[config.mk]
export PLATFORM = sky130hd
export DESIGN_NAME = echo_request_input
export DESIGN_NICKNAME = d
export VERILOG_FILES = /design/src/rtl/echo_request_input.sv
export SDC_FILE = /design/constraint.sdc
export NUM_CORES = 1
export LEC_CHECK = 0
export CORE_ASPECT_RATIO = 1.5
export CORE_UTILIZATION = 45
export CTS_CLUSTER_SIZE = 10
export DETAILED_ROUTE_END_ITERATION = 6
export PLACE_DENSITY = 0.91
export SETUP_SLACK_MARGIN = 0.4
export SKIP_CTS_REPAIR_TIMING = 1
export SYNTH_ARGS = -nofsm -noshare
export SYNTH_HDL_FRONTEND = slang
export SYNTH_SLANG_ARGS = --single-unit
export TNS_END_PERCENT = 20
[constraint.sdc]
create_clock -name clk_i -period 3.05 [get_ports clk_i]
set_clock_uncertainty 0.1 [all_clocks]
set_input_delay 0.915 -clock clk_i [delete_from_list [all_inputs] [get_ports clk_i]]
set_output_delay 0.915 -clock clk_i [all_outputs]
set_load 0.01 [all_outputs]
[src/rtl/echo_request_input.sv]
// Echo request deserializer: parses framed 32-bit words from the portal pipe and
// issues one say/say2 call per well-formed frame. Malformed frames are drained and counted.
module echo_request_input (
  input  logic        clk_i,
  input  logic        rst_ni,
  input  logic        pipe_enq_ena_i,
  input  logic [31:0] pipe_enq_v_i,
  output logic        pipe_enq_rdy_o,
  output logic        req_say_ena_o,
  output logic [31:0] req_say_meth_o,
  output logic [31:0] req_say_v_o,
  input  logic        req_say_rdy_i,
  output logic        req_say2_ena_o,
  output logic [31:0] req_say2_meth_o,
  output logic [31:0] req_say2_v_o,
  input  logic        req_say2_rdy_i,
  output logic [7:0]  error_count_o
);

  typedef enum logic [2:0] {
    StHdr,
    StArg0,
    StArg1,
    StDispatch,
    StDrain
  } state_e;

  state_e      state_q, state_d;
  logic        id_q, id_d;
  logic [31:0] meth_q, meth_d;
  logic [31:0] v_q, v_d;
  logic [15:0] remain_q, remain_d;
  logic [7:0]  err_q, err_d;

  logic [15:0] hdr_id;
  logic [15:0] hdr_len;
  logic        hdr_ok;
  logic        accept;
  logic        disp_fire;

  assign hdr_id  = pipe_enq_v_i[31:16];
  assign hdr_len = pipe_enq_v_i[15:0];
  assign hdr_ok  = (hdr_id < 16'd2) && (hdr_len == 16'd3);
  assign accept  = pipe_enq_ena_i && pipe_enq_rdy_o;

  // State and datapath registers, synchronous active-low reset
  always_ff @(posedge clk_i) begin
    if (!rst_ni) begin
      state_q  <= StHdr;
      id_q     <= 1'b0;
      meth_q   <= '0;
      v_q      <= '0;
      remain_q <= '0;
      err_q    <= '0;
    end else begin
      state_q  <= state_d;
      id_q     <= id_d;
      meth_q   <= meth_d;
      v_q      <= v_d;
      remain_q <= remain_d;
      err_q    <= err_d;
    end
  end

  always_comb begin
    state_d = state_q;
    unique case (state_q)
      StHdr: begin
        if (accept) begin
          if (hdr_ok) begin
            state_d = StArg0;
          end else if (hdr_len > 16'd1) begin
            state_d = StDrain;
          end
        end
      end
      StArg0:     if (accept) state_d = StArg1;
      StArg1:     if (accept) state_d = StDispatch;
      StDispatch: if (disp_fire) state_d = StHdr;
      StDrain:    if (accept && (remain_q == 16'd1)) state_d = StHdr;
      default:    state_d = StHdr;
    endcase
  end

  always_comb begin
    id_d     = id_q;
    meth_d   = meth_q;
    v_d      = v_q;
    remain_d = remain_q;
    err_d    = err_q;
    if (accept) begin
      unique case (state_q)
        StHdr: begin
          // id only matters for well-formed frames, where it is 0 or 1
          id_d = pipe_enq_v_i[16];
          if (!hdr_ok) begin
            if (err_q != 8'hFF) err_d = err_q + 8'd1;
            if (hdr_len > 16'd1) remain_d = hdr_len - 16'd1;
          end
        end
        StArg0:  meth_d   = pipe_enq_v_i;
        StArg1:  v_d      = pipe_enq_v_i;
        StDrain: remain_d = remain_q - 16'd1;
        default: ;
      endcase
    end
  end

  always_comb begin
    pipe_enq_rdy_o  = (state_q != StDispatch);
    req_say_ena_o   = (state_q == StDispatch) && !id_q && req_say_rdy_i;
    req_say2_ena_o  = (state_q == StDispatch) && id_q && req_say2_rdy_i;
    disp_fire       = req_say_ena_o || req_say2_ena_o;
    req_say_meth_o  = meth_q;
    req_say_v_o     = v_q;
    req_say2_meth_o = meth_q;
    req_say2_v_o    = v_q;
    error_count_o   = err_q;
  end

endmodule

==> impl_metrics.json, run 1 <==
{
  "worst_setup_hold_path_clk_slew_ps": 70,
  "cts_inserted_buffers": 9,
  "dp_cells": 860,
  "post_route_cells_drive_above_1_share_pct": 16.3,
  "final-setup-viol-count": 0,
  "cts_tree": "done",
  "timing.critical_path.from_type": "input pin",
  "avgRoutedWirePerCell_microns": 18.0,
  "number_of_nets_in_the_finished_design": 807,
  "ys_top_cells_by_count": "sky130_fd_sc_hd__nand2_1, sky130_fd_sc_hd__dfxtp_1, sky130_fd_sc_hd__a21oi_1",
  "maximum_number_of_pins_on_one_net_before_global_route_repair": 51,
  "slew_headroom_pct": 56.1,
  "globalplace.congestion": 0.892,
  "placement_rows": 45,
  "start_util_pct": 46.5,
  "vias": 5090,
  "status": "complete, no violations",
  "report.final.slew_viol_count": 0,
  "port_buffers": 175,
  "finalInstanceArea_sq_mm": 0.00708,
  "fp.dieArea_sq_mm": 0.0109,
  "dp.final_hpwl_mm": 11.0,
  "final.min_clock_period_ps": 2870,
  "period_share_pct": 94.3,
  "grt_antenna_before_repair": 0,
  "worstSetupPathType": "in2reg",
  "drtAntennaViolNets": 0,
  "clk_path_buf_depth": 2,
  "cellPowerDensity_mw_per_mm2": 420,
  "h_tree_levels": 3,
  "placement.cell_area_sq_mm": 0.00646,
  "edff_count_synth": 0,
  "grt_pass1_vias": 4790,
  "antenna_diode_count": 0,
  "drv.max_cap_violation_count": 0,
  "worst_path_largest_cell_delay_ps": 480,
  "syn_to_final_growth_pct": 50.3,
  "worst_case_vdd_ir_drop_mv": 0.314,
  "drc_errors": 0,
  "groute.layer.met1.usage_pct": 27.8,
  "drt_first_pass_iters": 6,
  "timing.critical_path.slowest_stage_cell": "sky130_fd_sc_hd__clkdlybuf4s50_1",
  "syn_area_per_cell_sq_um": 7.76,
  "yosys-top-cells-area": "sky130_fd_sc_hd__dfxtp_1, sky130_fd_sc_hd__nand2_1, sky130_fd_sc_hd__buf_4, sky130_fd_sc_hd__a21oi_1, sky130_fd_sc_hd__clkbuf_1",
  "rrSetupSlack_ps": 680,
  "track_usage_pct": 27.4,
  "synthArstFlopShare_pct": 0,
  "holdCritPathClass": "reg2reg",
  "grt_remaining_overflow": 0,
  "ys_seq_elements": 92,
  "hold_viol": 0,
  "first_iter_violations": 459,
  "design.portCount": 176,
  "synthesis_warning_total": 0,
  "synth_largest_area_cell": "sky130_fd_sc_hd__dfxtp_1",
  "crit_required_ps": 3230,
  "worst-path-max-fanout": 8,
  "synth.yosys.seq_area_share_pct": 39.1,
  "non_filler_cells_final": 886,
  "count_of_different_cell_masters_after_synthesis": 50,
  "synthMostInstantiatedCell": "sky130_fd_sc_hd__nand2_1",
  "synth.cell_area_sq_mm": 0.00471,
  "hold_ws_ps": 367,
  "timing.critical_path.cells": "clkdlybuf4s50_1 -> nor4_4 -> nand2_2 -> buf_4 -> a2111oi_4 -> buf_4 -> or2_4 -> buf_12 -> buf_12 -> nand2_4 -> a21oi_2",
  "critical_path.top_delay_family": "buffers and inverters",
  "die_h_microns": 127,
  "die_width_microns": 85.5,
  "cts_root_buf": "sky130_fd_sc_hd__clkbuf_16",
  "globalRouteMet2Util_pct": 49.8,
  "netlist_instances": 607,
  "worstMarginPinSlew_ps": 658,
  "synthFlopType": "sky130_fd_sc_hd__dfxtp_1",
  "post_drt_via_cell_ratio": 5.74,
  "clock.fmax_ghz": 0.348,
  "grt_setup_unrepaired": "yes",
  "total_leakage_power_nw": 2.76,
  "syn_nets": 650,
  "route.final.wire_length_mm": 16.0,
  "clock_sink_count": 92,
  "critical_path_arrival_ps": 3050,
  "global_route_wire_length_before_repair_mm": 23.2,
  "groute.layer.met3.usage_pct": 5.36,
  "finalCoreUtilization_pct": 69.9,
  "crit_path_end_kind": "flip-flop",
  "top_area_cell_type_share_of_the_netlist_area_pct": 39.1,
  "insertion_delay_ps": 350,
  "cp_num_buf_inv": 5,
  "core_region_area_sq_mm": 0.0101,
  "layer_with_the_highest_usage_after_global_routing": "met2"
}
-- tightest hold or removal path, stage by stage (launching register included) --
cell and delay (ps):
sky130_fd_sc_hd__dfxtp_1 320, sky130_fd_sc_hd__nand2_1 50, sky130_fd_sc_hd__a21oi_1 50
-- cells in the final DEF, fill, tap and decap left out, types with 3 or more instances in the layout --
master	count
sky130_fd_sc_hd__a21oi_1	80
sky130_fd_sc_hd__a21oi_2	5
sky130_fd_sc_hd__a31oi_1	3
sky130_fd_sc_hd__and2_1	4
sky130_fd_sc_hd__and3_1	3
sky130_fd_sc_hd__buf_12	4
sky130_fd_sc_hd__buf_4	66
sky130_fd_sc_hd__buf_6	3
sky130_fd_sc_hd__bufinv_16	3
sky130_fd_sc_hd__clkbuf_16	10
sky130_fd_sc_hd__clkdlybuf4s50_1	149
sky130_fd_sc_hd__dfxtp_1	92
sky130_fd_sc_hd__dlymetal6s2s_1	23
sky130_fd_sc_hd__ha_1	5
sky130_fd_sc_hd__inv_1	5
sky130_fd_sc_hd__mux2i_1	4
sky130_fd_sc_hd__nand2_1	146
sky130_fd_sc_hd__nand2_2	3
sky130_fd_sc_hd__nand3_1	10
sky130_fd_sc_hd__nand3b_1	5
sky130_fd_sc_hd__nand4_1	4
sky130_fd_sc_hd__nor2_1	28
sky130_fd_sc_hd__nor3_1	13
sky130_fd_sc_hd__nor4_2	4
sky130_fd_sc_hd__o211ai_1	9
sky130_fd_sc_hd__o21ai_0	12
sky130_fd_sc_hd__o32ai_1	4
sky130_fd_sc_hd__or3_1	5
sky130_fd_sc_hd__or4_4	3
sky130_fd_sc_hd__xnor2_1	11
sky130_fd_sc_hd__xor2_1	13
-- final cells by class --
type                            count  area (sq um)
Fill cell                         705          3060
Timing Repair Buffer              248          2420
Multi-Input combinational cell    407          2300
Sequential cell                    92          1840
Clock buffer                        9           225
Tap cell                          117           146
Clock inverter                      7           123
Inverter                            6          22.5
-- per-stage QoR --
stage | TNS [ps] | total power, mW | setup WS (ps)
after global routing | 0 | 3.07 | 105
after global placement | -6070 | 1.63 | -329
after CTS | -282 | 2.93 | -80.3
after detailed placement | -7740 | 1.65 | -362
after floorplan | 0 | 1.47 | 322
final | 0 | 2.97 | 175
-- state kept, by name, indices dropped and copies added, names as in the netlist --
signal,cells
error_count_o,8
id_q,1
remain_q,16
req_say2_meth_o,32
req_say2_v_o,32
state_q,3
-- cells by family after synthesis --
logic type / share of synthesized area (%)
and+or+nand+nor: 24.0
buffers and inverters: 14.5
AOI/OAI and AO/OA: 15.6
xor gates and xnor gates: 4.46
adders and majority gates: 1.59
DFF: 39.1
muxes: 0.850
-- path summary, 6_finish.rpt --
check / startpoint / end / cells after the start
max: pipe_enq_v_i[8] / remain_q[1] / 11
min reg2reg: req_say2_v_o[23] / req_say2_v_o[23] / 2
min: req_say2_v_o[23] / req_say2_v_o[23] / 2
max reg2reg: remain_q[8] / state_q[2] / 6
-- layer usage --
metal	vias to the layer above	wire length (microns)
met3	71	963
li1	2298	-
met5	-	0
met4	0	929
met2	278	8480
met1	2443	5600
-- power by group --
| group | internal (mW) | total [mW] | switching [mW] |
|---|---|---|---|
| Clock | 0.809 | 1.32 | 0.507 |
| Combinational | 0.187 | 0.402 | 0.215 |
| Sequential | 1.22 | 1.25 | 0.0299 |
| Total | 2.22 | 2.97 | 0.752 |
(Power assumes the default switching activity.)
==> inputs of run 2 (changes only) <==
==> constraint.sdc (replaced) <==
create_clock -name clk_i -period 2.7 [get_ports clk_i]
set_clock_uncertainty 0.1 [all_clocks]
set_input_delay 0.81 -clock clk_i [delete_from_list [all_inputs] [get_ports clk_i]]
set_output_delay 0.81 -clock clk_i [all_outputs]
set_load 0.01 [all_outputs]
==> run 2 against run 1 <==
Net effect:
- flip-flop and latch count did not move
- die area did not move
- cell count fell by 0.34%
- utilization fell by 0.31 points
- hold slack improved by 6.0 ps
- routed wire length fell by 4.2%
- first-iteration DRC count fell by 19%
- sequential power rose by 14%
- critical path type unchanged
- largest power group is now registers
- highest routed layer unchanged
==> impl_metrics.json, run 2 (same netlist as run 1, synthesis figures left out) <==
{
  "finalCoreUtilization_pct": 69.5,
  "worst_slack_ps": 58.5,
  "worstReg2RegStart": "remain_q[8]",
  "clock.fmax_ghz": 0.379,
  "cellPowerDensity_mw_per_mm2": 457,
  "drtAntennaViolNets": 0,
  "design.portCount": 176,
  "period_share_pct": 97.8,
  "slew_headroom_pct": 54.0,
  "worstSetupPathType": "in2reg",
  "final.min_clock_period_ps": 2640,
  "dp.final_hpwl_mm": 11.2,
  "drv.max_cap_violation_count": 0,
  "number_of_nets_in_the_finished_design": 806,
  "critical_path_arrival_ps": 2760,
  "rrSetupSlack_ps": 290,
  "crit_path_end_kind": "flip-flop",
  "hold_viol": 0,
  "track_usage_pct": 26.8,
  "drt_first_pass_iters": 5,
  "h_tree_levels": 3,
  "die_h_microns": 127,
  "post_drt_via_cell_ratio": 5.58,
  "die_width_microns": 85.5,
  "status": "complete, no violations",
  "final-setup-viol-count": 0,
  "route.final.wire_length_mm": 15.3,
  "pre_cts_ws_ps": -661,
  "globalplace.congestion": 0.908,
  "antenna_diode_count": 0,
  "worst_reg2reg_path_length_in_cells": 6,
  "worstMarginPinSlew_ps": 688,
  "vias": 4930,
  "maximum_number_of_pins_on_one_net_before_global_route_repair": 34,
  "n_fill_cell": 727,
  "timing.critical_path.from_type": "input pin",
  "holdCritPathClass": "reg2reg",
  "grt_pass1_vias": 4792,
  "clock_sink_count": 92,
  "post_route_cells_drive_above_1_share_pct": 16.3,
  "cts_tree": "done",
  "setup-tns-final_ps": 0,
  "first_iter_violations": 370,
  "report.final.slew_viol_count": 0,
  "timing.hold.worst_endpoint": "req_say2_meth_o[22]",
  "most-common-layout-cells": "sky130_fd_sc_hd__nand2_1, sky130_fd_sc_hd__clkdlybuf4s50_1, sky130_fd_sc_hd__dfxtp_1",
  "worst_setup_hold_path_clk_slew_ps": 60,
  "r2r_end": "remain_q[15]",
  "worst_case_vdd_ir_drop_mv": 0.356,
  "grt_remaining_overflow": 0,
  "worst-path-max-fanout": 4,
  "grt_antenna_before_repair": 0,
  "avgRoutedWirePerCell_microns": 17.3,
  "insertion_delay_ps": 340,
  "grt_setup_unrepaired": "yes",
  "cts_root_buf": "sky130_fd_sc_hd__clkbuf_16",
  "global_route_wire_length_before_repair_mm": 23.0,
  "total_leakage_power_nw": 2.80,
  "core_region_area_sq_mm": 0.0101,
  "clk_path_buf_depth": 2,
  "min_delay_path_depth": 2,
  "cts_inserted_buffers": 9,
  "worst_hold_startpoint": "req_say2_meth_o[22]",
  "mostFrequentLayoutCell": "sky130_fd_sc_hd__nand2_1",
  "fp.dieArea_sq_mm": 0.0109,
  "syn_to_final_growth_pct": 49.7,
  "placement_rows": 45,
  "start_util_pct": 46.5,
  "drc_errors": 0,
  "crit_required_ps": 2820,
  "port_buffers": 175
}
==> run 2: cell count changes in the layout (fill, tap and decap cells not counted), moves of 2 or more <==
| cell | before | now |
|---|---|---|
| sky130_fd_sc_hd__buf_12 | 4 | 2 |
| sky130_fd_sc_hd__o21ai_0 | 12 | 10 |
| sky130_fd_sc_hd__clkdlybuf4s50_1 | 149 | 144 |
| sky130_fd_sc_hd__nor4b_4 | 0 | 2 |
| sky130_fd_sc_hd__dlymetal6s2s_1 | 23 | 28 |
| sky130_fd_sc_hd__nor4b_2 | 2 | 0 |
| sky130_fd_sc_hd__nand2_2 | 3 | 1 |
==> run 2: how the worst max path moves through the flow <==
stage | startpoint | to | slack (ps) | cells past startpoint
after floorplan | pipe_enq_v_i[13] | remain_q[7] | 80 | 6
after global placement | pipe_enq_ena_i | error_count_o[7] | -620 | 7
after detailed placement | pipe_enq_ena_i | error_count_o[7] | -660 | 7
after CTS | pipe_enq_ena_i | error_count_o[7] | -310 | 7
after global routing | pipe_enq_v_i[12] | remain_q[4] | 9 | 9
final | pipe_enq_v_i[12] | remain_q[15] | 60 | 9
==> run 2: cell type report <==
type / instances / area [sq um] / area share, %
Timing Repair Buffer: 247 / 2390 / 33.9
Clock inverter: 4 / 73.8 / 1.05
Multi-Input combinational cell: 407 / 2330 / 33.1
Sequential cell: 92 / 1840 / 26.1
Inverter: 6 / 22.5 / 0.320
Tap cell: 117 / 146 / 2.08
Clock buffer: 10 / 239 / 3.39
==> run 2: layer usage <==
metal,GRT usage [%],up-vias,part of all wire [%]
met3,4.39,56,5.6
met4,18.5,0,5.0
met2,49.5,257,54
met5,0,-,0
li1,-,2293,-
met1,27.1,2324,35
==> run 2: critical path, stage by stage <==
cell                        delay (ps)
sky130_fd_sc_hd__buf_6              90
sky130_fd_sc_hd__or3_4             370
sky130_fd_sc_hd__or4_4             590
sky130_fd_sc_hd__a2111oi_4         270
sky130_fd_sc_hd__buf_4             200
sky130_fd_sc_hd__nor2_4             50
sky130_fd_sc_hd__buf_4             150
sky130_fd_sc_hd__o211ai_1          120
sky130_fd_sc_hd__a21oi_1           110
==> run 2: per-stage QoR <==
step / power, mW / area, sq um / instances / hold slack (ps)
final: 3.22 / 7050 / 883 / 373
after global routing: 3.32 / 7050 / 883 / 394
after CTS: 3.20 / 6820 / 880 / 375
after detailed placement: 1.87 / 6510 / 866 / 363
after global placement: 1.85 / 6510 / 866 / 356
after floorplan: 1.66 / 4720 / 607 / 350
==> run 2: power by group <==
group | total (mW) | internal (mW) | switching, mW
logic | 0.452 | 0.208 | 0.245
clock network | 1.35 | 0.828 | 0.519
registers | 1.42 | 1.38 | 0.0343
total | 3.22 | 2.42 | 0.799
==> inputs of run 3 (changes only) <==
--- a/config.mk
+++ b/config.mk
@@ -7,6 +7,7 @@
 export LEC_CHECK = 0
 export CORE_ASPECT_RATIO = 1.5
 export CORE_UTILIZATION = 45
+export CTS_CLUSTER_DIAMETER = 120
 export CTS_CLUSTER_SIZE = 10
 export DETAILED_ROUTE_END_ITERATION = 6
 export PLACE_DENSITY = 0.91
==> results of run 3 <==
The final DEF is identical to that of run 2; final timing and power are the same.
